[src/rtl/wb_port_arbiter.sv]
// Round-robin arbiter sharing one register-file write port between two write-back sources.
// Grants are combinational; the winning address/data/select/strobe are registered.
module wb_port_arbiter #(
    parameter int ADDR_W = 5,
    parameter int DATA_W = 32,
    parameter int CNT_W  = 16
) (
    input  logic              clk,
    input  logic              rst_n,
    input  logic              Valid1,
    input  logic [ADDR_W-1:0] Addr1,
    input  logic [DATA_W-1:0] Data1,
    output logic              Ready1,
    input  logic              Valid2,
    input  logic [ADDR_W-1:0] Addr2,
    input  logic [DATA_W-1:0] Data2,
    output logic              Ready2,
    input  logic              Hold,
    output logic              choose,
    output logic              RegWrite,
    output logic [ADDR_W-1:0] WriteReg,
    output logic [DATA_W-1:0] WriteData,
    output logic [CNT_W-1:0]  ConflictCnt
);

    logic              prio_q, prio_d;
    logic              choose_q, choose_d;
    logic              regwrite_q, regwrite_d;
    logic [ADDR_W-1:0] write_reg_q, write_reg_d;
    logic [DATA_W-1:0] write_data_q, write_data_d;
    logic [CNT_W-1:0]  conflict_cnt_q, conflict_cnt_d;
    logic              grant1, grant2;

    // prio_q = 0 prefers Src1, 1 prefers Src2; rst_n gates grants so none leak during reset.
    always_comb begin
        grant1 = rst_n & ~Hold & Valid1 & (~Valid2 | ~prio_q);
        grant2 = rst_n & ~Hold & Valid2 & (~Valid1 |  prio_q);
    end

    always_comb begin
        prio_d         = prio_q;
        choose_d       = choose_q;
        regwrite_d     = 1'b0;
        write_reg_d    = write_reg_q;
        write_data_d   = write_data_q;
        conflict_cnt_d = conflict_cnt_q;

        if (grant1) begin
            prio_d       = 1'b1;
            choose_d     = 1'b0;
            regwrite_d   = |Addr1;
            write_reg_d  = Addr1;
            write_data_d = Data1;
        end else if (grant2) begin
            prio_d       = 1'b0;
            choose_d     = 1'b1;
            regwrite_d   = |Addr2;
            write_reg_d  = Addr2;
            write_data_d = Data2;
        end

        // Contention is counted even while Hold blocks the port; saturate, never wrap.
        if (Valid1 && Valid2 && (conflict_cnt_q != {CNT_W{1'b1}})) begin
            conflict_cnt_d = conflict_cnt_q + CNT_W'(1);
        end
    end

    always_ff @(posedge clk or negedge rst_n) begin
        if (!rst_n) begin
            prio_q         <= 1'b0;
            choose_q       <= 1'b0;
            regwrite_q     <= 1'b0;
            write_reg_q    <= '0;
            write_data_q   <= '0;
            conflict_cnt_q <= '0;
        end else begin
            prio_q         <= prio_d;
            choose_q       <= choose_d;
            regwrite_q     <= regwrite_d;
            write_reg_q    <= write_reg_d;
            write_data_q   <= write_data_d;
            conflict_cnt_q <= conflict_cnt_d;
        end
    end

    assign Ready1      = grant1;
    assign Ready2      = grant2;
    assign choose      = choose_q;
    assign RegWrite    = regwrite_q;
    assign WriteReg    = write_reg_q;
    assign WriteData   = write_data_q;
    assign ConflictCnt = conflict_cnt_q;

endmodule

[config.mk]
export PLATFORM = sky130hd
export DESIGN_NAME = wb_port_arbiter
export DESIGN_NICKNAME = d
export VERILOG_FILES = /design/src/rtl/wb_port_arbiter.sv
export SDC_FILE = /design/constraint.sdc
export NUM_CORES = 1
export LEC_CHECK = 0
export BUFFER_PORTS_ARGS = -buffer_cell sky130_fd_sc_hd__buf_2
export CAP_MARGIN = 30
export CORE_MARGIN = 2
export CORE_UTILIZATION = 35
export DETAILED_ROUTE_END_ITERATION = 7
export PLACE_DENSITY = 0.75
export SYNTH_ARGS = -nofsm -noshare
export SYNTH_HDL_FRONTEND = slang
export SYNTH_SLANG_ARGS = --single-unit
[constraint.sdc]
create_clock -name clk -period 1.9 [get_ports clk]
set_input_delay 0.19 -clock clk [delete_from_list [all_inputs] [get_ports clk]]
set_output_delay 0.19 -clock clk [all_outputs]
set_load 0.05 [all_outputs]
==> key figures, run 1 <==
Worst setup path
  • Worst path cell trace: a21o_1 > inv_2 > buf_2
  • Worst r2r path cells: 5
  • Setup slack, reg-to-reg: about 0.20 ns
  • Slowest cell on crit path: dfrtp_1
  • Worst Path Required: 1.71 ns
  • CP max stage delay: ~0.42 ns
  • CP arrival: around 1.6 ns
  • Startpoint Class: flop
  • Crit path kind: flop to primary output
  • Critical path peak fanout: 26
  • Crit. End Element: primary output

Clock network
  • CTS clk-pin slew, worst paths: about 0.10 ns
  • CTS Buf Count: 5
  • Post-CTS sizing: 0
  • CTS tree: done
  • H-tree Lvls: 2
  • Setup repair bufs after CTS: 0
  • Clk buf depth: 2
  • Clock Sinks: 56
  • Hold buffers post-CTS: 1
  • Skew-Pair Late Insertion Delay: approximately 0.30 ns
  • Clock root buffer: clkbuf_8

Placed design
  • Port bufs: 135
  • Routability cong.: 0.858
  • Hpwl dp: 4850 µm

STA
  • Tcrit/Tclk final: between 90 and 100%
  • Final Max Tran Viols: 0
  • Worst Tran Pin Value: 0.668 ns
  • RSZ-0062 raised after global routing: false
  • Min Tclk post-route: ~1.8 ns
  • Setup Skew: just under 0.007 ns
  • Setup TNS Final: 0 ns
  • Final worst hold slack: ~0.06 ns
  • Setup-failing EPs final: 0
  • Worst rel slew slack: between 50% and 60%
  • Hold Violations, Final: 0
  • FMAX: approximately 560 MHz

Pwr
  • Power Dens Cells: ~1100 mW/mm²
  • Worst VDD drop: a little under 500 µV
  • P_leak: just under 2 nW

Floorplanning
  • Die Ht: about 90 µm
  • Core Area: approximately 0.0072 mm²
  • Ports: 136
  • DIE AREA: 0.00802 mm²
  • Die Wd: 89.6 µm
  • Initial cell density of the core: a little over a third
  • Row count: 31

Synth
  • Post-Syn Nets: 311
  • Post-synthesis simple-gate area fraction: between 10% and 20%
  • Ys async rst share: between 90% and 100%
  • Adder-Cell Fraction of Synth Area: less than 1%
  • Mux cell area share after synthesis: under 10%
  • Syn. warnings: 0
  • Mapped Cells: roughly 230
  • Avg Cell Area, Syn: between 10 and 15 µm²
  • Ranking of synthesized cells by area: dfrtp_1 (55%), a222oi_1 (9.4%), mux2i_1 (5.9%), o21ai_0 (3.7%), inv_1 (3.7%)
  • Post-synth top area share: 54.7%
  • Largest family of logic cells by synthesized area: compound AO/OA/AOI/OAI gates
  • Top_reg_cell synth: dfrtp_1
  • Post-synthesis compound-gate area fraction: between 10% and 20%
  • Post-synthesis xor/xnor area fraction: between 3 and 4%
  • Seq/Total Area, Yosys: roughly 55%
  • FF+latch count, synth: 56
  • Synthesized cell area: 0.00256 mm²
  • Leading area contributor after synthesis: dfrtp_1
  • Post-synthesis cell type count: 36
  • Count of flip-flops with a built-in enable after synthesis: 0

Global routing
  • First-pass GRT wire length: 10000 µm
  • Via count of the first global-routing pass: 2162
  • Largest net degree at the start of global routing: 54
  • Initial antenna violation count: 0
  • Congestion Overflow GR: 0
  • GRT Total Usage: between 15 and 20%

Layout
  • Fillcell total: roughly 680
  • P&R area growth vs syn: 37.9%
  • NumNets Final: 450
  • N_diodes: 0
  • Share of cells above drive strength 1: between 40% and 50%
  • Final core utilization: roughly 49%

Routing
  • Number of DRC markers in iteration 0: about 100
  • Antenna-violating nets left: 0
  • Wirelength, routed: between 6000 and 7000 µm
  • First-pass DRT Iterations: 5
  • Post-DR wirelength/cell: about 14 µm
  • DRC: 0
  • Vias: around 2300
  • Vias/cell: 4.96

Run
  • MaxCap Viol Count: 0

Hold path
  • Worst min-delay path class: primary input to async pin

Outcome
  • Status: complete, no violations
## power breakdown
group | switching (mW) | total [mW] | internal, mW
sequential | 0.201 | 1.62 | 1.42
combinational | 1.08 | 1.46 | 0.383
clock | 0.380 | 0.770 | 0.391
total | 1.66 | 3.85 | 2.19
## cells in the mapped netlist, types with 2 or more instances
cell	count
nand4_1	4
xor2_1	8
a222oi_1	24
inv_1	25
dfrtp_1	56
a31oi_1	2
clkbuf_1	7
mux2_1	2
nor4_2	2
nand2_1	23
mux2i_1	15
a21o_1	2
or4_1	2
o21ai_0	19
nand3b_1	3
buf_2	5
nor2_1	7
nor3_1	6
or2_0	2
## per-layer routing
metal	part of all wire (%)	wire length [µm]	vias up	GRT usage [%]
li1	-	-	1124	-
met1	42	2760	1102	19.4
met2	51	3310	102	30.3
met3	6.4	413	2	3.05
met4	0.12	8	0	2.44
met5	0	0	-	0
## worst paths after layout
| kind | startpoint | to |
|---|---|---|
| setup reg to reg | ConflictCnt[0] | ConflictCnt[1] |
| hold / removal | rst_n | WriteData[26] |
| setup / recovery | prio_q | Ready1 |
| min in group clk | Data2[28] | WriteData[28] |
| max in group asynchronous | rst_n | ConflictCnt[4] |
| hold reg to reg | WriteReg[4] | WriteReg[4] |
## state kept, by name (all words and copies together) (netlist names)
register / flops
RegWrite: 1
WriteReg: 5
WriteData: 32
choose: 1
prio_q: 1
ConflictCnt: 16
## kinds of logic after synthesis
logic type               count (synthesis)
adder cells (fa/ha/maj)                  1
buffers and inverters                   38
AO/OA/AOI/OAI                           51
AND/OR/NAND/NOR                         58
multiplexers                            18
flip-flops                              56
XOR/XNOR                                 9
## cell usage in the layout (no fill, tap or decap), types with 3 or more instances in the layout
master / count
buf_2: 135
dfrtp_1: 44
inv_1: 25
a222oi_1: 24
nand2_1: 23
o21ai_0: 19
mux2i_1: 15
dfrtp_2: 12
xor2_1: 8
nor2_1: 7
buf_4: 7
nor3_1: 6
clkbuf_8: 5
nand4_1: 4
nand3b_1: 3
## through the flow
stage / cells / total power, mW / worst slack, ns / instance area [µm²]
2_1_floorplan: 231 / 2.67 / -0.00517 / 2580
3_3_place_gp: 461 / 3.08 / 0.265 / 3410
3_5_place_dp: 461 / 3.11 / 0.207 / 3410
4_1_cts: 470 / 3.90 / 0.0910 / 3530
5_1_grt: 470 / 4.06 / 0.0195 / 3530
6_report: 470 / 3.85 / 0.115 / 3530
## worst max-delay path, delay by kind of cell, from the launching register on
| kind | cells | cell delay, ns |
|---|---|---|
| flip-flops | 1 | 0.42 |
| AO/OA/AOI/OAI | 1 | 0.18 |
| buffers and inverters | 2 | 0.69 |
## cell type report
class / instances / area, µm² / area share [%]
Inverter: 26 / 97.6 / 2.76
Tap cell: 99 / 124 / 3.51
Clock inverter: 3 / 42.5 / 1.20
Timing Repair Buffer: 144 / 758 / 21.5
Sequential cell: 56 / 1420 / 40.1
Clock buffer: 5 / 68.8 / 1.95
Multi-Input combinational cell: 137 / 1030 / 29.0
Power figures use the tool's default switching activity.
==> inputs of run 2 (changes only) <==
--- a/config.mk
+++ b/config.mk
@@ -8,9 +8,9 @@
 export BUFFER_PORTS_ARGS = -buffer_cell sky130_fd_sc_hd__buf_2
 export CAP_MARGIN = 30
 export CORE_MARGIN = 2
-export CORE_UTILIZATION = 35
+export CORE_UTILIZATION = 40
 export DETAILED_ROUTE_END_ITERATION = 7
-export PLACE_DENSITY = 0.75
+export PLACE_DENSITY = 0.85
 export SYNTH_ARGS = -nofsm -noshare
 export SYNTH_HDL_FRONTEND = slang
 export SYNTH_SLANG_ARGS = --single-unit
==> constraint.sdc (replaced) <==
create_clock -name clk -period 1.5 [get_ports clk]
set_input_delay 0.15 -clock clk [delete_from_list [all_inputs] [get_ports clk]]
set_output_delay 0.15 -clock clk [all_outputs]
set_load 0.05 [all_outputs]
==> run 2 against run 1 <==
The run now ends with hold timing, setup timing left. Worst setup slack worse by 0.18 ns. Wire length up 13%. Clock power rose by 14%. Critical path depth rose by 2. Cell area rose by 12%. Combinational power rose by 49%. Total power increased by 31%. Non-clock buffer count up 35. Core utilization increased by 14 points. Largest cell class unchanged.
==> key figures, run 2 (synthesis results as in run 1) <==
Layout
  • Commonest non-fill, non-tap cells in the layout: buf_2 (133), dfrtp_1 (40), buf_4 (35)
  • N_diodes: 0 (unchanged)
  • Commonest non-fill, non-tap cell in the layout: buf_2
  • Sequential cell area: 0.00142 mm² (+0.53%)
  • Fillcell total: 479 (-29%)
  • NumNets Final: 485 (+7.8%)
  • Area of the multi-input gates: 0.00117 mm² (+14%)
  • P&R area growth vs syn: 54.1%
  • Share of cells above drive strength 1: 56.4% (+9.0 points)
  • Max reg flops: 32 (unchanged)

Placed design
  • Port bufs: 135 (unchanged)
  • Hpwl dp: 5310 µm (+9.6%)
  • Routability cong.: 0.817 (-4.8%)

Global routing
  • Initial antenna violation count: 0 (unchanged)
  • Met2 usage: 36.5% (+6.2 points)
  • GRT busiest layer: met2
  • Met1 usage: 24.0% (+4.5 points)
  • Largest net degree at the start of global routing: 45 (-17%)
  • Met3 usage: 4.65% (+1.6 points)
  • Congestion Overflow GR: 0 (unchanged)
  • GRT Total Usage: 20.3% (+4.1 points)
  • Via count of the first global-routing pass: 2515 (+16%)
  • First-pass GRT wire length: 11600 µm (+16%)

Routing
  • Wirelength, routed: 7370 µm (+13%)
  • DRC: 0 (unchanged)
  • Post-DR wirelength/cell: 15.3 µm (+10%)
  • First-pass DRT Iterations: 7 (+2)
  • Number of DRC markers in iteration 0: 208 (+100%)
  • Antenna-violating nets left: 0 (unchanged)
  • Vias/cell: 5.23 (+5.6%)
  • Vias: 2528 (+8.5%)

STA
  • Setup Skew: 0.00814 ns (+0.00123 ns)
  • Final Max Tran Viols: 0 (unchanged)
  • Worst rel slew slack: 62.6% (+7.2 points)
  • RSZ-0062 raised after global routing: true
  • Final worst hold slack: -0.00729 ns (-0.0674 ns)
  • Min Tclk post-route: around 1.6 ns
  • Tcrit/Tclk final: 104%
  • Worst Tran Pin Value: 0.561 ns (-0.107 ns)
  • Post-route setup slack: -0.0645 ns (-0.179 ns)
  • FMAX: between 600 and 700 MHz
  • Hold Violations, Final: 12 (+12)
  • Setup-failing EPs final: 7 (+7)

Hold path
  • Worst min-delay path class: primary input to async pin

Worst setup path
  • Setup slack, reg-to-reg: -0.06 ns (-0.26 ns)
  • CP arrival: 1.76 ns (+0.16 ns)
  • Worst r2r src: ConflictCnt[0]
  • Crit path kind: flop to flop
  • Startpoint Class: flop
  • Launch point of the worst path: ConflictCnt[0]
  • Worst Path Required: 1.69 ns (-0.02 ns)
  • Critical path peak fanout: 2 (-92%)
  • Worst r2r path cells: 5 (unchanged)
  • Crit. End Element: flop

Floorplanning
  • Die Ht: 84.0 µm (-6.2%)
  • Core Area: 0.00628 mm² (-13%)
  • Initial cell density of the core: 40.8% (+5.1 points)
  • Ports: 136 (unchanged)
  • DIE AREA: 0.00706 mm² (-12%)
  • Die Wd: 84.0 µm (-6.2%)
  • Row count: 29 (-6.5%)

Outcome
  • Failing checks: hold timing, setup timing
  • Status: finished with violations

Pwr
  • Power, Total: 5.04 mW (+31%)
  • Power Dens Cells: 1280 mW/mm² (+17%)
  • P_leak: 2.22 nW (+12%)
  • Worst VDD drop: 713 µV (+44%)

Clock network
  • H-tree Lvls: 2 (unchanged)
  • CTS Buf Count: 5 (unchanged)
  • Clock Sinks: 56 (unchanged)
  • CTS clk-pin slew, worst paths: 0.10 ns (about the same)
  • Skew-Pair Late Insertion Delay: 0.31 ns (about the same)
  • CTS tree: done
  • Clock root buffer: clkbuf_8
  • Clk buf depth: 2 (unchanged)

Run
  • MaxCap Viol Count: 0 (unchanged)
==> run 2: worst max-delay path: stages (launching register included) <==
cell and delay (ns):
dfrtp_2 0.40, ha_4 0.16, nand3_4 0.08, nor4_4 0.32, nand3b_1 0.19, mux2_4 0.31
==> run 2: layout make-up <==
type                       instances  share of cell area [%]
clock buffer                       6                    2.09
inverter                          26                    2.60
clock inverter                     2                   0.349
multi-input combinational        137                    29.6
tap                               77                    2.44
timing repair buffer             179                    26.8
sequential                        56                    36.1
==> run 2: through the flow <==
stage	area [µm²]	setup slack (ns)	cells	TNS [ns]	util [%]
6_report	3950	-0.0645	483	-0.185	62.9
5_1_grt	3950	-0.132	483	-0.948	62.9
4_1_cts	3840	-0.0712	478	-0.143	61.3
3_5_place_dp	3620	-0.104	462	-0.512	57.7
3_3_place_gp	3620	-0.0353	462	-0.0864	57.7
2_1_floorplan	2650	-0.283	231	-1.49	-
==> run 2: path summary, 6_finish.rpt <==
check,to
min in group clk,WriteData[4]
min,WriteData[6]
max reg2reg,ConflictCnt[1]
max,ConflictCnt[1]
max in group asynchronous,WriteData[20]
min reg2reg,WriteData[14]
==> run 2: what timing repair did <==
| action | CTS | global route |
|---|---|---|
| pin swaps | 4 | 13 |
| gates resized for setup | 16 | 14 |
| hold buffers | 2 | 0 |
| endpoints found under the hold margin | 12 | 0 |
| setup buffers | 6 | 5 |
| endpoints found under the setup margin | 10 | 14 |
| gates cloned | 0 | 0 |
==> run 2: power breakdown <==
part | internal, mW | total, mW | switching (mW)
Combinational | 0.663 | 2.17 | 1.50
Clock | 0.379 | 0.877 | 0.498
Sequential | 1.80 | 2.00 | 0.202
==> run 2: layer usage <==
metal / wire, µm / up-vias
li1: - / 1198
met1: 2880 / 1186
met2: 3850 / 135
met3: 554 / 9
met4: 86 / 0
met5: 0 / -
